File: src/rtl/serial_comparator_ctrl.sv
// serial_comparator_ctrl
//   Sequences a 2-bit magnitude-compare slice over WIDTH-bit unsigned operands.
//   The operands are captured on start, and one 2-bit digit pair is compared per
//   clock, most significant pair first. The result is reported as registered
//   one-hot gt/eq/lt flags together with a one-cycle done pulse.
//
//   state   | meaning
//   --------+-------------------------------------------------------------
//   IDLE    | waiting for start; flags hold the last result (or 0)
//   COMPARE | stepping through digit pairs, busy=1
//   DONE    | one-cycle done pulse; a new start may be accepted here
//
// Parameters
//   WIDTH      operand width in bits, even and >= 2
//   EARLY_EXIT 1: stop at the first unequal pair; 0: always scan every pair
//
// Ports
//   clk    rising-edge clock
//   rst    asynchronous active-high reset
//   start  request, sampled in IDLE and DONE only
//   a, b   operands, captured when start is accepted
//   busy   high while in COMPARE
//   done   one-cycle pulse, result valid from this cycle on
//   gt/eq/lt  one-hot compare result (A>B, A==B, A<B)
module serial_comparator_ctrl #(
    parameter int WIDTH      = 8,
    parameter bit EARLY_EXIT = 1'b1
) (
    input  logic             clk,
    input  logic             rst,
    input  logic             start,
    input  logic [WIDTH-1:0] a,
    input  logic [WIDTH-1:0] b,
    output logic             busy,
    output logic             done,
    output logic             gt,
    output logic             eq,
    output logic             lt
);

    localparam int NPAIR = WIDTH / 2;
    localparam int IW    = (NPAIR > 1) ? $clog2(NPAIR) : 1;
    localparam logic [IW-1:0] LAST_IDX = IW'(NPAIR - 1);

    typedef enum logic [1:0] {
        S_IDLE    = 2'd0,
        S_COMPARE = 2'd1,
        S_DONE    = 2'd2
    } state_t;

    state_t           state;
    logic [WIDTH-1:0] a_q;
    logic [WIDTH-1:0] b_q;
    logic [IW-1:0]    idx;
    logic             decided;
    logic             dec_gt;

    logic [1:0] pa;
    logic [1:0] pb;
    logic       slice_gt;
    logic       slice_lt;
    logic       slice_eq;

    // Digit-pair select as a decoded mux so the index never goes out of range.
    always_comb begin
        pa = 2'b00;
        pb = 2'b00;
        for (int i = 0; i < NPAIR; i++) begin
            if (idx == IW'(i)) begin
                pa = a_q[2*i +: 2];
                pb = b_q[2*i +: 2];
            end
        end
    end

    assign slice_gt = (pa > pb);
    assign slice_lt = (pa < pb);
    assign slice_eq = (pa == pb);

    always_ff @(posedge clk or posedge rst) begin
        if (rst) begin
            state   <= S_IDLE;
            a_q     <= '0;
            b_q     <= '0;
            idx     <= LAST_IDX;
            decided <= 1'b0;
            dec_gt  <= 1'b0;
            busy    <= 1'b0;
            done    <= 1'b0;
            gt      <= 1'b0;
            eq      <= 1'b0;
            lt      <= 1'b0;
        end else begin
            case (state)
                S_IDLE, S_DONE: begin
                    done <= 1'b0;
                    if (start) begin
                        a_q     <= a;
                        b_q     <= b;
                        idx     <= LAST_IDX;
                        decided <= 1'b0;
                        dec_gt  <= 1'b0;
                        gt      <= 1'b0;
                        eq      <= 1'b0;
                        lt      <= 1'b0;
                        busy    <= 1'b1;
                        state   <= S_COMPARE;
                    end else begin
                        state <= S_IDLE;
                    end
                end

                S_COMPARE: begin
                    if (EARLY_EXIT) begin
                        if (!slice_eq) begin
                            gt    <= slice_gt;
                            lt    <= slice_lt;
                            busy  <= 1'b0;
                            done  <= 1'b1;
                            state <= S_DONE;
                        end else if (idx == '0) begin
                            eq    <= 1'b1;
                            busy  <= 1'b0;
                            done  <= 1'b1;
                            state <= S_DONE;
                        end else begin
                            idx <= idx - 1'b1;
                        end
                    end else begin
                        // Constant-time scan: only the first unequal pair counts.
                        if (!decided && !slice_eq) begin
                            decided <= 1'b1;
                            dec_gt  <= slice_gt;
                        end
                        if (idx == '0) begin
                            // The last pair may itself be the deciding one, so
                            // the registered flag is not yet updated here.
                            if (decided) begin
                                gt <= dec_gt;
                                lt <= !dec_gt;
                            end else if (!slice_eq) begin
                                gt <= slice_gt;
                                lt <= slice_lt;
                            end else begin
                                eq <= 1'b1;
                            end
                            busy  <= 1'b0;
                            done  <= 1'b1;
                            state <= S_DONE;
                        end else begin
                            idx <= idx - 1'b1;
                        end
                    end
                end

                default: begin
                    busy  <= 1'b0;
                    done  <= 1'b0;
                    state <= S_IDLE;
                end
            endcase
        end
    end

endmodule

File: config.mk
export PLATFORM = sky130hd
export DESIGN_NAME = serial_comparator_ctrl
export DESIGN_NICKNAME = d
export VERILOG_FILES = /design/src/rtl/serial_comparator_ctrl.sv
export SDC_FILE = /design/constraint.sdc
export NUM_CORES = 1
export LEC_CHECK = 0
export CAP_MARGIN = 20
export CELL_PAD_IN_SITES_DETAIL_PLACEMENT = 1
export CELL_PAD_IN_SITES_GLOBAL_PLACEMENT = 1
export CORE_MARGIN = 4
export CORE_UTILIZATION = 35
export CTS_BUF_LIST = sky130_fd_sc_hd__clkbuf_4
export CTS_CLUSTER_SIZE = 14
export DETAILED_ROUTE_END_ITERATION = 6
export PLACE_DENSITY = 0.87
export REMOVE_ABC_BUFFERS = 1
export SLEW_MARGIN = 0
export SYNTH_ARGS = -nofsm -noshare
export SYNTH_HDL_FRONTEND = slang
export SYNTH_SLANG_ARGS = --single-unit
File: constraint.sdc
create_clock -name clk -period 2.5 [get_ports clk]
set_clock_uncertainty 0.05 [all_clocks]
set_input_delay 0.5 -clock clk [delete_from_list [all_inputs] [get_ports clk]]
set_output_delay 0.5 -clock clk [all_outputs]
set_load 0.01 [all_outputs]
==> results of run 1 <==
## state kept, by name, summed over array words and instances, names as in the netlist
name,cells
a_q,8
b_q,8
idx,2
state,2
busy,1
eq,1
gt,1
lt,1
## per-layer routing
metal  track usage [%]  share of wire, %
met2              24.5                51
met4              6.22               2.0
met5                 0                 0
met3              2.77               3.6
met1              16.6                43
## critical path, cell delays in order (launching register included)
cell and delay, ns:
dfstp_2 0.59, inv_2 0.06, ha_4 0.16, nor2b_4 0.14, a221oi_2 0.25, o31ai_2 0.10
ha_1 0.31, nand2_2 0.08, or3_4 0.43, mux2i_2 0.19
## synth_stat cells, types with 3 or more instances
cell,number
a21oi_1,4
mux2i_1,3
nor2_1,6
dfrtp_1,22
nand2_1,49
nor2b_1,3
inv_1,6
ha_1,6
nand2b_1,3
buf_2,3
## logic make-up after synthesis
kind of cell,count (synthesis),synth area share (%)
flops,24,53.0
compound gates,15,9.34
simple gates,64,23.2
mux,4,3.63
buf+inv,12,4.29
fa+ha+maj,6,6.59
## through the flow
step	total power, W	setup slack, ns	hold WS [ns]	instances	utilization (%)
finish	0.00168	0.0721	0.441	196	49.4
global route	0.00184	-0.0489	0.467	196	49.4
CTS	0.00161	0.0151	0.444	195	47.9
detailed placement	0.00140	-0.0586	0.418	190	46.4
global placement	0.00135	0.0194	0.418	190	46.4
floorplan	0.00114	0.158	0.396	119	-
## area by class of cell
| class | count | share of cell area [%] |
|---|---|---|
| multi-input cells | 89 | 35.4 |
| clock inverters | 1 | 0.247 |
| repair buffers | 29 | 18.1 |
| inverters | 6 | 1.48 |
| flip-flops and latches | 24 | 39.7 |
| clock buffers | 3 | 1.48 |
| well taps | 44 | 3.62 |
## worst paths after layout
| path | start | to | slack [ns] | cells after the start |
|---|---|---|---|---|
| max in group asynchronous | rst | idx[1]$_DFFE_PP1P_ | 1.67 | 3 |
| min in group asynchronous | rst | lt$_DFFE_PP0P_ | 0.45 | 3 |
| worst min register to register | b_q[4]$_DFFE_PP0P_ | b_q[4]$_DFFE_PP0P_ | 0.44 | 2 |
| worst min-delay path | b_q[4]$_DFFE_PP0P_ | b_q[4]$_DFFE_PP0P_ | 0.44 | 2 |
| worst max-delay path | idx[0]$_DFFE_PP1P_ | idx[1]$_DFFE_PP1P_ | 0.07 | 9 |
| worst max register to register | idx[0]$_DFFE_PP1P_ | idx[1]$_DFFE_PP1P_ | 0.07 | 9 |
## repair_timing
action,CTS,global route
gates resized for setup,3,10
gates cloned,0,0
setup endpoints to repair,4,6
buffers inserted,1,1
pin swaps,1,6
## power by group through the flow
stage	clock, W	sequential [W]	combinational (W)
2_1_floorplan	0	0.000656	0.000481
3_3_place_gp	0	0.000671	0.000680
3_5_place_dp	0	0.000681	0.000718
4_1_cts	0.000186	0.000672	0.000750
5_1_grt	0.000200	0.000699	0.000940
6_report	0.000177	0.000675	0.000831
==> results.toml, run 1 <==
[setup_path]
crit_arrival_ns = 2.64
required_ns = 2.71
worstPathMaxFanout = 4
worstSetupStartpointType = "flip-flop"
critPathKind = "reg -> reg"
end_kind = "flip-flop"

[timing]
tightest_slew_ns = 0.316
rsz0062_at_grt = "yes"
hold_violations = 0
setup_tns_ns = 0
finalCriticalPeriod_ns = 2.43
setup_viol_count_final = 0
relSlewSlack_pct = 78.9
fmaxAchievable_mhz = 412
finalCritPeriodShare_pct = 97.1
drv_slew = 0

[pwr]
p_int_w = 0.00102
switching_share_pct = 39.1
p_seq_share_pct = 40.1
leakage_nw = 0.742
p_per_area_nw_per_um2 = 1110
power.net_switching_w = 0.000658
combPwrFrac_pct = 49.4
clkPwrFrac_pct = 10.5
irDropWorstVdd_v = 0.000440

[grt]
antenna_found_initial = 0
grt_pass1_vias = 1028
grt_max_degree = 25
grt_use_total_pct = 14.1
grt_pass1_wl_um = 4550
grt.overflow.total = 0

[floorplanning]
core_um2 = 3080
rows = 20
ioPinCount = 24
start_util_pct = 37.0
die_area_um2 = 4230
die_w_um = 65.0
die_y_um = 65.0

[routing]
drc_errors = 0
wl_per_cell_um = 13.2
drt-initial-drc-count = 13
vias_per_cell = 4.72
first_pass_iters = 4
wirelength_um = 2580
ant_nets = 0
via_count = 925

[synth]
netlist_area_um2 = 1140
synth_edf_count = 0
syn_inst = 125
yosys-top-cells-area = "dfrtp_1 48%, nand2_1 16%, ha_1 6.6%, dfstp_2 4.6%, mux2i_1 2.6%"
synth-main-ff-cell = "dfrtp_1"
synth-seq-area-share_pct = 53.0
synth_cell_types = 23
async_reset_ff_share_pct = 100
avgSynthCellArea_um2 = 9.11
synth_seq_cells = 24
synth_top_area_share_pct = 48.4
yosysTopAreaCell = "dfrtp_1"
synth_warnings = 0

[final_layout]
seq_area_um2 = 603
multi_input_area_um2 = 538
area_growth_pct = 33.5
final_cell_mix = "48 x nand2_1, 23 x clkdlybuf4s50_1, 22 x dfrtp_1, 6 x nor2_1, 6 x buf_4"
final_area_um2 = 1520
fill_cells = 370
diodes = 0
layout.nets = 178
drive_gt1_share_pct = 14.5
final_common_cell = "nand2_1"

[cts]
clk_pin_slew_ns = 0.13
cts_max_path_buffers = 2
cts_tree = "done"
clk-insertion-delay-late_ns = 0.32
cts_sinks = 24
clk_root_buffer_cell = "clkbuf_4"
cts_hold_buf = 0
cts_inserted_buffers = 3
h-tree-depth = 1

[placed_design]
dpl.hpwl_um = 1990
io_buffers = 23
placed_area_um2 = 1430
gp_congestion = 0.822

[min_path]
hold_path.class = "reg -> reg"

[status]
status = "finished clean"

[run]
max_cap_violations = 0
Note: power is estimated with default switching activity, not from simulation.
==> inputs of run 2 (changes only) <==
--- a/config.mk
+++ b/config.mk
@@ -13,7 +13,7 @@
 export CTS_BUF_LIST = sky130_fd_sc_hd__clkbuf_4
 export CTS_CLUSTER_SIZE = 14
 export DETAILED_ROUTE_END_ITERATION = 6
-export PLACE_DENSITY = 0.87
+export PLACE_DENSITY_LB_ADDON = 0.1
 export REMOVE_ABC_BUFFERS = 1
 export SLEW_MARGIN = 0
 export SYNTH_ARGS = -nofsm -noshare
==> run 2 against run 1 <==
Worst hold slack better by 0.012 ns. Total power is 0.34% lower. Worst setup slack better by 0.022 ns. Clock power is 7% higher. Wire length is 0.31% higher. Count of clock-buffer cells in the layout is 1 higher. Final area is 0.66% higher. Largest power group unchanged. Critical path type unchanged. Largest cell class unchanged. Sequential power is 0.6% lower. Critical endpoint is now idx[0]$_DFFE_PP1P_. Flip-flop and latch count stayed put.
==> results.toml, run 2 (synthesis gave the netlist of run 1 again) <==
[status]
status = "finished clean"

[pwr]
switching_share_pct = 38.8
irDropWorstVdd_v = 0.000350
clkPwrFrac_pct = 11.3
p_seq_share_pct = 40.0
combPwrFrac_pct = 48.7
p_per_area_nw_per_um2 = 1100
power_w = 0.00168
p_int_w = 0.00103
power.net_switching_w = 0.000650
leakage_nw = 0.754

[cts]
cts_tree = "done"
cts_hold_buf = 0
cts_inserted_buffers = 3
h-tree-depth = 1
cts_sinks = 24
clk_root_buffer_cell = "clkbuf_4"
clk-insertion-delay-late_ns = 0.32
cts_max_path_buffers = 2
clk_pin_slew_ns = 0.12

[setup_path]
worstSetupStartpointType = "flip-flop"
end_kind = "flip-flop"
worstPathMaxFanout = 4
crit_arrival_ns = 2.60
required_ns = 2.69
critPathKind = "reg -> reg"

[grt]
grt_use_total_pct = 13.6
grt_pass1_vias = 948
grt_pass1_wl_um = 4380
grt_max_degree = 25
antenna_found_initial = 0
grt.overflow.total = 0

[timing]
rsz0062_at_grt = "yes"
drv_slew = 0
setup_viol_count_final = 0
finalCriticalPeriod_ns = 2.41
fmaxAchievable_mhz = 416
fin_ws_ns = 0.0944
relSlewSlack_pct = 79.5
finalCritPeriodShare_pct = 96.2
tightest_slew_ns = 0.307
hold_violations = 0

[floorplanning]
die_y_um = 65.0
die_w_um = 65.0
ioPinCount = 24
rows = 20
core_um2 = 3080
start_util_pct = 37.0
die_area_um2 = 4230

[final_layout]
area_growth_pct = 34.4
final_cell_mix = "48 x nand2_1, 23 x clkdlybuf4s50_1, 22 x dfrtp_1, 7 x buf_4, 6 x nor2_1"
diodes = 0
final_common_cell = "nand2_1"
stdcell_count = 197
reg.largest.list = "a_q: 8 flops, b_q: 8 flops"
layout.nets = 179
drive_gt1_share_pct = 15.0

[min_path]
hold_path.class = "reg -> reg"

[placed_design]
dp_slack_ns = -0.0517
dp_cells = 192
dpl.hpwl_um = 1850
gp_congestion = 0.807
io_buffers = 23

[routing]
wirelength_um = 2590
via_count = 923
first_pass_iters = 2
drt-initial-drc-count = 16
vias_per_cell = 4.69
drc_errors = 0
wl_per_cell_um = 13.1
ant_nets = 0

[run]
max_cap_violations = 0
[run 2: changes by cell type in the layout (fill, tap and decap cells not counted), sizes merged]
cell / before / now
buf: 6 / 7
clkbuf: 3 / 4
clkinv: 1 / 0
[run 2: what timing repair did]
item / 4_1_cts / 5_1_grt
pin swaps: 0 / 7
setup buffers: 1 / 0
resized for setup: 3 / 9
endpoints found under the setup margin: 3 / 6
[run 2: routing by layer]
metal / vias to the layer above / global-route usage, % / routed length [µm]
met5: - / 0 / 0
met3: 5 / 2.43 / 105
met2: 18 / 22.3 / 1250
met1: 440 / 17.3 / 1170
li1: 460 / - / -
met4: 0 / 6.22 / 53
[run 2: metrics by stage]
step	utilization, %	area, µm²	setup TNS [ns]	hold slack, ns
floorplan	-	1110	0	0.396
global placement	46.9	1440	0	0.417
detailed placement	46.9	1440	-0.131	0.418
CTS	48.5	1490	0	0.450
global route	49.7	1530	-0.0822	0.486
finish	49.7	1530	0	0.453
[run 2: path summary, 6_finish.rpt]
check | from | endpoint | slack, ns | cells past startpoint
max in group asynchronous | rst | idx[0]$_DFFE_PP1P_ | 1.64 | 3
worst max-delay path | idx[0]$_DFFE_PP1P_ | idx[0]$_DFFE_PP1P_ | 0.09 | 9
worst max register to register | idx[0]$_DFFE_PP1P_ | idx[0]$_DFFE_PP1P_ | 0.09 | 9
min in group asynchronous | rst | b_q[5]$_DFFE_PP0P_ | 0.47 | 3
worst min-delay path | state[0]$_DFFE_PP0P_ | busy$_DFFE_PP0P_ | 0.45 | 1
worst min register to register | state[0]$_DFFE_PP0P_ | busy$_DFFE_PP0P_ | 0.45 | 1
[run 2: area by class of cell]
class	count	area, µm²
Fill cell	371	1550
Tap cell	44	55.1
Sequential cell	24	603
Timing Repair Buffer	30	283
Multi-Input combinational cell	89	537
Inverter	6	22.5
Clock buffer	4	30.0
[run 2: power groups by stage]
stage | Clock [W] | Sequential, W | Combinational (W)
final | 0.000189 | 0.000671 | 0.000817
after global placement | 0 | 0.000672 | 0.000719
after global routing | 0.000216 | 0.000694 | 0.000931
after CTS | 0.000195 | 0.000664 | 0.000780
after floorplan | 0 | 0.000656 | 0.000481
after detailed placement | 0 | 0.000674 | 0.000744
[run 2: worst max-delay path, stage by stage, from the launching register on]
cell and delay (ns):
dfstp_2 0.58, inv_2 0.06, ha_4 0.15, nor2b_4 0.13, a221oi_2 0.23, o31ai_1 0.11, ha_1 0.32, nand2_2 0.08
or3_4 0.43, mux2i_1 0.18
==> inputs of run 3 (changes only) <==
--- a/config.mk
+++ b/config.mk
@@ -15,6 +15,7 @@
 export DETAILED_ROUTE_END_ITERATION = 6
 export PLACE_DENSITY_LB_ADDON = 0.1
 export REMOVE_ABC_BUFFERS = 1
+export SKIP_LAST_GASP = 1
 export SLEW_MARGIN = 0
 export SYNTH_ARGS = -nofsm -noshare
 export SYNTH_HDL_FRONTEND = slang
==> results of run 3 <==
No change in the layout: final DEF, timing and power equal those of run 2.
